===== src/rtl/stopwatch_pkg.sv =====
// Shared types and constants for the stopwatch BCD time counter.
package stopwatch_pkg;

    typedef logic [3:0] bcd_t;

    localparam int NUM_DIGITS = 6;

    // Index 0 is the centisecond units digit, index 5 the minute tens digit.
    localparam bcd_t DIGIT_MAX [NUM_DIGITS-1:0] = '{4'd5, 4'd9, 4'd5, 4'd9, 4'd9, 4'd9};

    localparam int CS0  = 0;
    localparam int CS1  = 1;
    localparam int SEC0 = 2;
    localparam int SEC1 = 3;
    localparam int MIN0 = 4;
    localparam int MIN1 = 5;

endpackage


===== src/rtl/stopwatch_core_bcd_digit_cnt.sv =====
// One BCD digit of the time counter: counts 0..MAX on inc, carries out at MAX.
module bcd_digit_cnt
    import stopwatch_pkg::*;
#(
    parameter bcd_t MAX = 4'd9
) (
    input  logic clk,
    input  logic rst,
    input  logic clr,
    input  logic inc,
    output bcd_t value,
    output logic carry
);

    // Values above MAX are unreachable; treating them like MAX recovers to 0.
    always_ff @(posedge clk) begin
        if (rst || clr) begin
            value <= '0;
        end else if (inc) begin
            value <= (value >= MAX) ? '0 : value + 4'd1;
        end
    end

    assign carry = inc && (value == MAX);

endmodule


===== src/rtl/stopwatch_core.sv =====
// Stopwatch timebase and MM:SS.cc BCD counter feeding the HEX5..HEX0 decoders.
// Optional lap hold is built when STOPWATCH_LAP_EN is defined.
module stopwatch_core
    import stopwatch_pkg::*;
#(
    parameter int CLK_HZ  = 50_000_000,
    parameter int TICK_HZ = 100
) (
    input  logic                       clk,
    input  logic                       rst,
    input  logic                       start_stop,
    input  logic                       clear,
    input  logic                       lap,
    output logic [NUM_DIGITS-1:0][3:0] digits,
    output logic                       running,
    output logic                       frozen,
    output logic                       wrap
);

    localparam int DIV = CLK_HZ / TICK_HZ;
    localparam int PW  = (DIV > 2) ? $clog2(DIV) : 1;
    localparam logic [PW-1:0] PRESC_LAST = PW'(DIV - 1);

    if (((CLK_HZ % TICK_HZ) != 0) || (DIV < 2)) begin : g_bad_div
        $error("stopwatch_core: CLK_HZ/TICK_HZ must be an integer of at least 2");
    end

    logic [PW-1:0]                presc;
    logic                         tick;
    logic [NUM_DIGITS-1:0][3:0]   live;

    assign tick = running && (presc == PRESC_LAST);

    // Prescaler only advances while running, so a stop keeps the partial tick.
    always_ff @(posedge clk) begin
        if (rst || clear) begin
            presc <= '0;
        end else if (running) begin
            presc <= tick ? '0 : presc + PW'(1);
        end
    end

    always_ff @(posedge clk) begin
        if (rst || clear) begin
            running <= 1'b0;
        end else if (start_stop) begin
            running <= ~running;
        end
    end

    for (genvar i = 0; i < NUM_DIGITS; i++) begin : g_dig
        logic inc;
        logic carry;

        if (i == CS0) begin : g_first
            assign inc = tick;
        end else begin : g_chain
            assign inc = g_dig[i-1].carry;
        end

        bcd_digit_cnt #(.MAX(DIGIT_MAX[i])) u_cnt (
            .clk  (clk),
            .rst  (rst),
            .clr  (clear),
            .inc  (inc),
            .value(live[i]),
            .carry(carry)
        );
    end

    // Carry out of the minute tens digit means every digit has just rolled to 0.
    always_ff @(posedge clk) begin
        if (rst || clear) begin
            wrap <= 1'b0;
        end else begin
            wrap <= g_dig[MIN1].carry;
        end
    end

`ifdef STOPWATCH_LAP_EN
    logic [NUM_DIGITS-1:0][3:0] snap;

    always_ff @(posedge clk) begin
        if (rst || clear) begin
            frozen <= 1'b0;
            snap   <= '0;
        end else if (lap) begin
            if (frozen) begin
                frozen <= 1'b0;
            end else if (running) begin
                frozen <= 1'b1;
                snap   <= live;
            end
        end
    end

    assign digits = frozen ? snap : live;
`else
    logic unused_lap;

    assign unused_lap = lap;
    assign frozen     = 1'b0;
    assign digits     = live;
`endif

endmodule


===== config.mk =====
export PLATFORM = sky130hd
export DESIGN_NAME = stopwatch_core
export DESIGN_NICKNAME = d
export VERILOG_FILES = /design/src/rtl/stopwatch_pkg.sv /design/src/rtl/stopwatch_core_bcd_digit_cnt.sv /design/src/rtl/stopwatch_core.sv
export SDC_FILE = /design/constraint.sdc
export NUM_CORES = 1
export LEC_CHECK = 0
export ABC_CLOCK_PERIOD_IN_PS = 2900
export CAP_MARGIN = 20
export CORE_MARGIN = 8
export CORE_UTILIZATION = 42
export DETAILED_ROUTE_END_ITERATION = 8
export PLACE_DENSITY = 0.62
export SLEW_MARGIN = 20
export SYNTH_ARGS = -nofsm -noshare
export SYNTH_HDL_FRONTEND = slang
export SYNTH_SLANG_ARGS = --single-unit

===== constraint.sdc =====
create_clock -name clk -period 2.9 [get_ports clk]
set_input_delay 0.58 -clock clk [delete_from_list [all_inputs] [get_ports clk]]
set_output_delay 0.58 -clock clk [all_outputs]
set_load 0.05 [all_outputs]

==> results.json, run 1 <==
{
  "num_rows": 28,
  "initial_core_util_pct": 42.4,
  "cts_made_buffers": 5,
  "layout.cells.most_common": "sky130_fd_sc_hd__dfxtp_1",
  "hold_path.class": "reg -> reg",
  "grt_pass1_vias": 1979,
  "fmax_mhz": 436,
  "critical_path_buf_inv_count": 1,
  "cp_data_required_time_ps": 2320,
  "hpwlAfterDp_um": 3730,
  "drt.antenna.violating_nets": 0,
  "initial_antenna_violation_count": 0,
  "cts_repair_resize_count": 0,
  "setup_slack_ps": 606,
  "floorplan.core_area_um2": 5820,
  "wl_per_cell_um": 13.0,
  "max_cap_viol_count": 0,
  "crit_chain": "clkdlybuf4s50_1",
  "yosysUniqueCellTypes": 57,
  "h-tree-depth": 2,
  "cts_hold_repair.buffers": 0,
  "type_of_element_launching_the_critical_path": "flip-flop",
  "final_wl_um": 5060,
  "crit_type": "reg -> out",
  "final-hold-violation-count": 0,
  "synth_flop_cell": "sky130_fd_sc_hd__dfxtp_1",
  "yosys_register_bits": 45,
  "async_reset_ff_share_pct": 0,
  "synth_enable_flop_cells": 0,
  "timing.critical_path.max_delay_family": "buffers and inverters",
  "pre_cts_slack_ps": 624,
  "finish.instance_area_um2": 2900,
  "synth_area_leaders": "sky130_fd_sc_hd__dfxtp_1 36%, sky130_fd_sc_hd__ha_1 9.6%, sky130_fd_sc_hd__nor2_1 5.9%",
  "netlist.area_leader.share_pct": 36.5,
  "power_per_cell_area_nw_per_um2": 355,
  "post-route-period-util_pct": 79.1,
  "setup_viol": 0,
  "timing.max_slew.rel_slack_pct": 55.7,
  "worst-slew-pin-transition_ps": 658,
  "ctsRootBufferMaster": "sky130_fd_sc_hd__clkbuf_8",
  "number_of_placed_i_o_pins": 32,
  "critPathCaptureType": "output port",
  "grt_start_max_net_pins": 21,
  "layout-drive-gt1-share_pct": 7.67,
  "global_route.usage.met3_pct": 3.56,
  "cp_data_arrival_time_ps": 1710,
  "worst_setup_hold_path_clk_slew_ps": 80,
  "final-max-slew-violation-count": 0,
  "detail_route.vias_per_cell": 5.17,
  "maximum_clock_skew_at_final_layout_ps": 4.96,
  "clock_insertion_delay_worst_skew_ps": 290,
  "grt_util_met1_pct": 15.6,
  "critical_path.slowest_cell": "sky130_fd_sc_hd__clkdlybuf4s50_1",
  "design.final.nets": 336,
  "floorplan.die_area_um2": 8590,
  "most_crowded_layer_after_global_routing": "met2",
  "grt_first_pass_wirelength_um": 9070,
  "placedInstanceArea_um2": 2820,
  "mean_instance_size_in_the_synthesized_netlist_um2": 8.79,
  "setup_total_negative_slack_ps": 0,
  "drt_first_pass_iters": 4,
  "horizontal_die_dimension_um": 92.7,
  "io_buffer_count": 29,
  "tritoncts_num_sinks": 45,
  "cts_tree": "done",
  "critical_path_peak_fanout": 8,
  "cell_taking_the_most_area_after_synthesis": "sky130_fd_sc_hd__dfxtp_1",
  "antenna_cells_inserted": 0,
  "gp_congestion": 0.738,
  "cts.path.max_buffers": 2,
  "globalRoute.totalOverflow": 0,
  "num_vias": 2007,
  "max_stage_delay_ps": 880,
  "global_route.usage.total_pct": 12.7,
  "vdd.ir_drop.worst_uv": 221,
  "postSynthCellCount": 281,
  "grt_setup_unrepaired": "false",
  "mostFrequentLayoutCells": "45 x sky130_fd_sc_hd__dfxtp_1, 39 x sky130_fd_sc_hd__nor2_1, 29 x sky130_fd_sc_hd__clkdlybuf4s50_1, 19 x sky130_fd_sc_hd__nand2_1, 19 x sky130_fd_sc_hd__ha_1",
  "final_util_pct": 49.9,
  "postSynthNetCount": 305,
  "ys_seq_area_share_pct": 36.5,
  "syn_to_final_growth_pct": 17.5,
  "met2_grt_util_pct": 20.8,
  "outcome": "complete, no violations",
  "detailedRoute.firstIterationViolations": 90,
  "layout_min_cycle_time_ps": 2290,
  "mappedNetlistArea_um2": 2470,
  "postCtsSetupRepairBufs": 0,
  "die_y_um": 92.7,
  "drcViolationCount": 0,
  "ys.warnings.count": 0,
  "static-leakage-power_nw": 0.982
}
-- synth_stat cells, types with 2 or more instances --
| master | count |
|---|---|
| sky130_fd_sc_hd__nand2b_1 | 7 |
| sky130_fd_sc_hd__nor2_1 | 39 |
| sky130_fd_sc_hd__nor3b_1 | 2 |
| sky130_fd_sc_hd__xor2_1 | 10 |
| sky130_fd_sc_hd__nand4_1 | 6 |
| sky130_fd_sc_hd__or2_2 | 2 |
| sky130_fd_sc_hd__nor3_1 | 5 |
| sky130_fd_sc_hd__inv_1 | 18 |
| sky130_fd_sc_hd__nor4_1 | 2 |
| sky130_fd_sc_hd__a41oi_1 | 3 |
| sky130_fd_sc_hd__mux2i_1 | 4 |
| sky130_fd_sc_hd__ha_1 | 19 |
| sky130_fd_sc_hd__nand3_1 | 14 |
| sky130_fd_sc_hd__and4_1 | 3 |
| sky130_fd_sc_hd__or4_1 | 2 |
| sky130_fd_sc_hd__dfxtp_1 | 45 |
| sky130_fd_sc_hd__a21oi_1 | 10 |
| sky130_fd_sc_hd__and3_1 | 3 |
| sky130_fd_sc_hd__a211oi_1 | 3 |
| sky130_fd_sc_hd__xnor2_1 | 8 |
| sky130_fd_sc_hd__nor2b_1 | 3 |
| sky130_fd_sc_hd__o21ai_0 | 14 |
| sky130_fd_sc_hd__buf_2 | 3 |
| sky130_fd_sc_hd__nand3b_1 | 5 |
| sky130_fd_sc_hd__nand2_1 | 19 |
-- worst paths after layout --
| path | startpoint | end | slack [ps] | cells after the start |
|---|---|---|---|---|
| worst max-delay path | running | running | 610 | 1 |
| worst min-delay path | presc[1] | presc[1] | 500 | 2 |
| worst max register to register | presc[0] | presc[10] | 630 | 6 |
| worst min register to register | presc[1] | presc[1] | 500 | 2 |
-- metal layers --
layer / vias to the layer above / wire length, um
met5: - / 0
met4: 0 / 59
met3: 5 / 233
met2: 32 / 2310
met1: 932 / 2450
li1: 1038 / -
-- area by class of cell --
class,count,area [um^2]
Fill cell,590,2920
Multi-Input combinational cell,211,1450
Sequential cell,45,901
Timing Repair Buffer,31,305
Tap cell,75,93.8
Clock buffer,7,76.3
Inverter,18,67.6
Clock inverter,1,7.51
-- kinds of logic after synthesis --
logic type | Yosys count | share of synthesized area, %
simple gates | 128 | 30.3
flops | 45 | 36.5
compound gates | 39 | 9.73
buf+inv | 25 | 4.81
fa+ha+maj | 19 | 9.63
xor+xnor | 18 | 6.39
mux | 6 | 2.53
other cells | 1 | 0.152
-- per-stage QoR --
stage          hold slack, ps  instances  power, W
2_1_floorplan             462        281  0.000660
3_3_place_gp              480        380  0.000668
3_5_place_dp              490        380  0.000668
4_1_cts                   503        388   0.00105
5_1_grt                   527        388   0.00108
6_report                  496        388   0.00103
-- registers in the layout (all words and copies together), names as in the netlist --
signal	cells
g_dig.u_cnt.value	24
wrap	1
running	1
presc	19
-- report_power, final --
group	switching, W	internal [W]	total [W]
registers	0.00000254	0.000618	0.000621
clock network	0.000205	0.000171	0.000376
logic	0.0000213	0.0000108	0.0000321
No activity file was read; power rests on OpenSTA's default activity.
==> run 2, diff against run 1 <==
--- a/config.mk
+++ b/config.mk
@@ -5,7 +5,7 @@
 export SDC_FILE = /design/constraint.sdc
 export NUM_CORES = 1
 export LEC_CHECK = 0
-export ABC_CLOCK_PERIOD_IN_PS = 2900
+export ABC_CLOCK_PERIOD_IN_PS = 2290
 export CAP_MARGIN = 20
 export CORE_MARGIN = 8
 export CORE_UTILIZATION = 42
==> constraint.sdc (replaced) <==
create_clock -name clk -period 2.29 [get_ports clk]
set_input_delay 0.458 -clock clk [delete_from_list [all_inputs] [get_ports clk]]
set_output_delay 0.458 -clock clk [all_outputs]
set_load 0.05 [all_outputs]
==> run 2 against run 1 <==
Wire length rose by 1.0%. Cell count is 1.5% higher. Non-clock buffer count rose by 6. Via count increased by 1.8%. First-iteration DRC count increased by 60%. Setup slack got worse by 470 ps. Largest cell class unchanged.
==> results.json, run 2 (synthesis results as in run 1) <==
{
  "io_buffer_count": 29,
  "cts.path.max_buffers": 2,
  "antenna_cells_inserted": 0,
  "gp_congestion": 0.775,
  "num_rows": 28,
  "drt.antenna.violating_nets": 0,
  "die_y_um": 92.7,
  "initial_antenna_violation_count": 0,
  "detail_route.vias_per_cell": 5.19,
  "static-leakage-power_nw": 1.04,
  "clock_insertion_delay_worst_skew_ps": 300,
  "largest_register_ffs": 24,
  "setup_total_negative_slack_ps": 0,
  "dp_cells": 386,
  "finish.instance_area_um2": 2990,
  "hold_path.class": "reg -> reg",
  "max_stage_delay_ps": 590,
  "h-tree-depth": 2,
  "post-route-period-util_pct": 94.0,
  "critical_path.slowest_cell": "sky130_fd_sc_hd__or4_4",
  "design.final.nets": 342,
  "initial_core_util_pct": 42.4,
  "globalRoute.totalOverflow": 0,
  "horizontal_die_dimension_um": 92.7,
  "fmax_mhz": 464,
  "worst-slew-pin-transition_ps": 511,
  "grt_first_pass_wirelength_um": 8940,
  "wl_per_cell_um": 13.0,
  "ctsRootBufferMaster": "sky130_fd_sc_hd__clkbuf_8",
  "critPathCaptureType": "flip-flop",
  "cts_tree": "done",
  "grt_start_max_net_pins": 23,
  "min_delay_path_depth": 2,
  "worst_setup_hold_path_clk_slew_ps": 80,
  "critical_path_peak_fanout": 6,
  "tritoncts_num_sinks": 45,
  "cp_data_required_time_ps": 2540,
  "layout.cells.most_common": "sky130_fd_sc_hd__dfxtp_1",
  "power_per_cell_area_nw_per_um2": 487,
  "layout-drive-gt1-share_pct": 10.0,
  "top_register": "g_dig.u_cnt.value",
  "placedInstanceArea_um2": 2880,
  "num_vias": 2044,
  "global_route.usage.total_pct": 12.6,
  "cp_data_arrival_time_ps": 2400,
  "detailedRoute.firstIterationViolations": 144,
  "layout_min_cycle_time_ps": 2150,
  "type_of_element_launching_the_critical_path": "flip-flop",
  "cts_made_buffers": 5,
  "final-max-slew-violation-count": 0,
  "max_cap_viol_count": 0,
  "floorplan.core_area_um2": 5820,
  "timing.max_slew.rel_slack_pct": 65.8,
  "total_power_w": 0.00146,
  "final-hold-violation-count": 0,
  "final-instance-count-excl-fill": 394,
  "hpwlAfterDp_um": 3780,
  "r2r_cells": 6,
  "cts_repair_resize_count": 0,
  "drt_first_pass_iters": 4,
  "grt_pass1_vias": 1917,
  "postCtsSetupRepairBufs": 0,
  "largest_registers": "g_dig.u_cnt.value: 24 flops, presc: 19 flops",
  "crit_chain": "ha_1 -> nand3_4 -> or4_4 -> nor3_4 -> mux2_2 -> nor2_1",
  "syn_to_final_growth_pct": 21.2,
  "crit_type": "reg -> reg",
  "grt_setup_unrepaired": "false",
  "fin_worst_hold_slack_ps": 523,
  "outcome": "complete, no violations",
  "final_wl_um": 5110,
  "number_of_placed_i_o_pins": 32,
  "setup_viol": 0,
  "drcViolationCount": 0,
  "floorplan.die_area_um2": 8590,
  "maximum_clock_skew_at_final_layout_ps": 6.25,
  "mostFrequentLayoutCells": "44 x sky130_fd_sc_hd__dfxtp_1, 39 x sky130_fd_sc_hd__nor2_1, 29 x sky130_fd_sc_hd__clkdlybuf4s50_1, 19 x sky130_fd_sc_hd__nand2_1, 19 x sky130_fd_sc_hd__ha_1",
  "vdd.ir_drop.worst_uv": 372,
  "cts_hold_repair.buffers": 0
}
## run 2: cell count changes in the layout (fill, tap and decap cells not counted)
| cell | change |
|---|---|
| sky130_fd_sc_hd__clkbuf_1 | -1 |
| sky130_fd_sc_hd__buf_12 | +1 |
| sky130_fd_sc_hd__clkbuf_8 | +1 |
| sky130_fd_sc_hd__bufinv_16 | +1 |
| sky130_fd_sc_hd__buf_4 | +5 |
| sky130_fd_sc_hd__dfxtp_2 | +1 |
| sky130_fd_sc_hd__clkinvlp_4 | -1 |
| sky130_fd_sc_hd__dfxtp_1 | -1 |
## run 2: per-stage QoR
stage / utilization (%) / setup slack, ps
after floorplan: - / 62.4
after global placement: 49.4 / 189
after detailed placement: 49.4 / 155
after CTS: 51.4 / 138
after global routing: 51.4 / 13.1
final: 51.4 / 137
## run 2: layer usage
| layer | vias up | share of wire [%] | global-route usage, % |
|---|---|---|---|
| li1 | 1053 | - | - |
| met1 | 953 | 49 | 15.4 |
| met2 | 31 | 45 | 20.2 |
| met3 | 7 | 4.8 | 3.64 |
| met4 | 0 | 1.7 | 5.23 |
| met5 | - | 0 | 0 |
## run 2: critical path: cells and delay by family (launching register included)
kind                     cells  cell delay (ps)
multiplexers                 1              370
adder cells (fa/ha/maj)      1              240
flip-flops                   1              380
AND/OR/NAND/NOR              4             1110
## run 2: area by class of cell
class,instances,area [um^2]
fill,604,2820
multi-input combinational,211,1450
sequential,45,902
timing repair buffer,37,363
tap,75,93.8
clock buffer,7,86.3
inverter,18,67.6
clock inverter,1,30.0
## run 2: where the power goes
group	internal (W)	switching (W)
Clock	0.000356	0.000269
Sequential	0.000783	0.00000141
Combinational	0.0000193	0.0000295
## run 2: worst paths after layout
| path | end | slack (ps) | start |
|---|---|---|---|
| hold reg to reg | presc[1] | 520 | presc[1] |
| setup reg to reg | g_dig[2].u_cnt.value[1] | 140 | presc[0] |
| hold / removal | presc[1] | 520 | presc[1] |
| setup / recovery | g_dig[2].u_cnt.value[1] | 140 | presc[0] |
==> run 3, diff against run 2 <==
==> constraint.sdc (replaced) <==
create_clock -name clk -period 2.29 [get_ports clk]
set_input_delay 0.458 -clock clk [delete_from_list [all_inputs] [get_ports clk]]
set_output_delay 0.458 -clock clk [all_outputs]
set_load 0.1 [all_outputs]
==> run 3 against run 2 <==
Cell count unchanged. Worst hold slack worse by 25 ps. Setup slack improved by 30 ps. Clock skew is essentially flat. Die area unchanged. Clock-buffer cell count is 1 lower. Maximum frequency increased by 1.4%. Non-clock buffer count is the same. Largest power group unchanged. Highest routed layer unchanged.
==> results.json, run 3 (synthesis results as in run 1) <==
{
  "outcome": "complete, no violations",
  "layout-drive-gt1-share_pct": 20.7,
  "top_register": "g_dig.u_cnt.value",
  "wl_per_cell_um": 12.9,
  "grt_start_max_net_pins": 17,
  "internal_power_w": 0.00101,
  "startpoint": "presc[0]",
  "maximum_clock_skew_at_final_layout_ps": 6.33,
  "worstReg2RegStart": "presc[0]",
  "grt_first_pass_wirelength_um": 8750,
  "fmax_mhz": 471,
  "final_wl_um": 5080,
  "mostFrequentLayoutCells": "39 x sky130_fd_sc_hd__nor2_1, 37 x sky130_fd_sc_hd__dfxtp_1, 34 x sky130_fd_sc_hd__buf_4, 19 x sky130_fd_sc_hd__nand2_1, 19 x sky130_fd_sc_hd__ha_1",
  "globalRoute.totalOverflow": 0,
  "horizontal_die_dimension_um": 92.7,
  "static-leakage-power_nw": 1.08,
  "design.final.nets": 342,
  "post-route-period-util_pct": 92.7,
  "power_switching_share_pct": 23.1,
  "final-max-slew-violation-count": 0,
  "setup_slack_ps": 167,
  "power_per_cell_area_nw_per_um2": 454,
  "grt_pass1_vias": 1896,
  "postCtsSetupRepairBufs": 0,
  "cp_data_required_time_ps": 2530,
  "tritoncts_num_sinks": 45,
  "power_frac_seq_pct": 59.8,
  "layout_min_cycle_time_ps": 2120,
  "initial_core_util_pct": 42.4,
  "pwr-share-comb_pct": 3.9,
  "initial_antenna_violation_count": 0,
  "dp_cells": 386,
  "antenna_cells_inserted": 0,
  "setup_total_negative_slack_ps": 0,
  "vdd.ir_drop.worst_uv": 293,
  "detail_route.vias_per_cell": 5.19,
  "finish.instance_area_um2": 2890,
  "floorplan.die_area_um2": 8590,
  "final-hold-violation-count": 0,
  "pre_cts_slack_ps": 172,
  "final-instance-count-excl-fill": 394,
  "crit_type": "reg -> reg",
  "hpwlAfterDp_um": 3870,
  "cts_made_buffers": 5,
  "die_y_um": 92.7,
  "clock_insertion_delay_worst_skew_ps": 300,
  "critical_path_peak_fanout": 6,
  "num_vias": 2045,
  "number_of_placed_i_o_pins": 32,
  "setup_viol": 0,
  "critPathCaptureType": "flip-flop",
  "largest_register_ffs": 24,
  "h-tree-depth": 2,
  "ctsRootBufferMaster": "sky130_fd_sc_hd__clkbuf_8",
  "num_rows": 28,
  "io_buffer_count": 29,
  "hold_path.class": "reg -> reg",
  "cts.path.max_buffers": 2,
  "gp_congestion": 0.755,
  "max_cap_viol_count": 0,
  "grt_setup_unrepaired": "false",
  "clock_network_fraction_of_total_power_pct": 36.3,
  "drt.antenna.violating_nets": 0,
  "min-delay-start": "presc[1]",
  "worst_setup_hold_path_clk_slew_ps": 80,
  "cp_data_arrival_time_ps": 2360,
  "drt_first_pass_iters": 4,
  "type_of_element_launching_the_critical_path": "flip-flop",
  "largest_registers": "g_dig.u_cnt.value: 24 flops, presc: 19 flops",
  "syn_to_final_growth_pct": 17.2,
  "layout.cells.most_common": "sky130_fd_sc_hd__nor2_1",
  "detailedRoute.firstIterationViolations": 66,
  "floorplan.core_area_um2": 5820,
  "global_route.usage.total_pct": 12.4,
  "net_switching_power_w": 0.000303,
  "placedInstanceArea_um2": 2810,
  "total_power_w": 0.00131,
  "cts_tree": "done",
  "drcViolationCount": 0
}
run 3: cell types whose count changed in the layout (fill, tap and decap cells not counted), moves of 2 or more:
cell and delta:
sky130_fd_sc_hd__clkdlybuf4s50_1 -26, sky130_fd_sc_hd__dfxtp_2 +6, sky130_fd_sc_hd__buf_4 +27, sky130_fd_sc_hd__clkinv_2 +2, sky130_fd_sc_hd__dfxtp_1 -7
run 3: repair_timing:
action	CTS	global route
gates resized for setup	0	1
hold buffers	0	0
endpoints found under the setup margin	0	2
run 3: metrics by stage:
stage / hold WS, ps / utilization (%)
3_5_place_dp: 484 / 48.3
4_1_cts: 498 / 49.7
5_1_grt: 547 / 49.7
6_report: 498 / 49.7
3_3_place_gp: 480 / 48.3
2_1_floorplan: 462 / -
run 3: worst paths after layout:
path,cells after the start,slack [ps],endpoint
setup / recovery,6,170,g_dig[2].u_cnt.value[1]
hold / removal,2,500,presc[1]
setup reg to reg,6,170,g_dig[2].u_cnt.value[1]
hold reg to reg,2,500,presc[1]
run 3: final cells by class:
| cell class | instances | area, um^2 |
|---|---|---|
| Clock buffer | 6 | 72.6 |
| Clock inverter | 2 | 10.0 |
| Fill cell | 607 | 2920 |
| Inverter | 18 | 67.6 |
| Multi-Input combinational cell | 211 | 1450 |
| Sequential cell | 45 | 913 |
| Tap cell | 75 | 93.8 |
| Timing Repair Buffer | 37 | 285 |
run 3: power groups by stage:
stage               registers [W]  clock network [W]  logic [W]
floorplan                0.000808                  0  0.0000331
global placement         0.000804                  0  0.0000515
detailed placement       0.000804                  0  0.0000517
CTS                      0.000785           0.000501  0.0000520
global route             0.000786           0.000532  0.0000555
finish                   0.000785           0.000477  0.0000513
run 3: worst max-delay path, cell delays in order, from the launching register on:
cell,delay [ps]
sky130_fd_sc_hd__dfxtp_1,390
sky130_fd_sc_hd__ha_1,230
sky130_fd_sc_hd__nand3_4,130
sky130_fd_sc_hd__or4_4,580
sky130_fd_sc_hd__nor3_4,300
sky130_fd_sc_hd__mux2_2,370
sky130_fd_sc_hd__nor2_1,70
run 3: metal layers:
layer | global-route usage (%) | up-vias | wire length, um
met5 | 0 | - | 0
li1 | - | 1048 | -
met2 | 19.7 | 35 | 2290
met1 | 15.3 | 953 | 2450
met3 | 3.56 | 9 | 246
met4 | 5.10 | 0 | 88
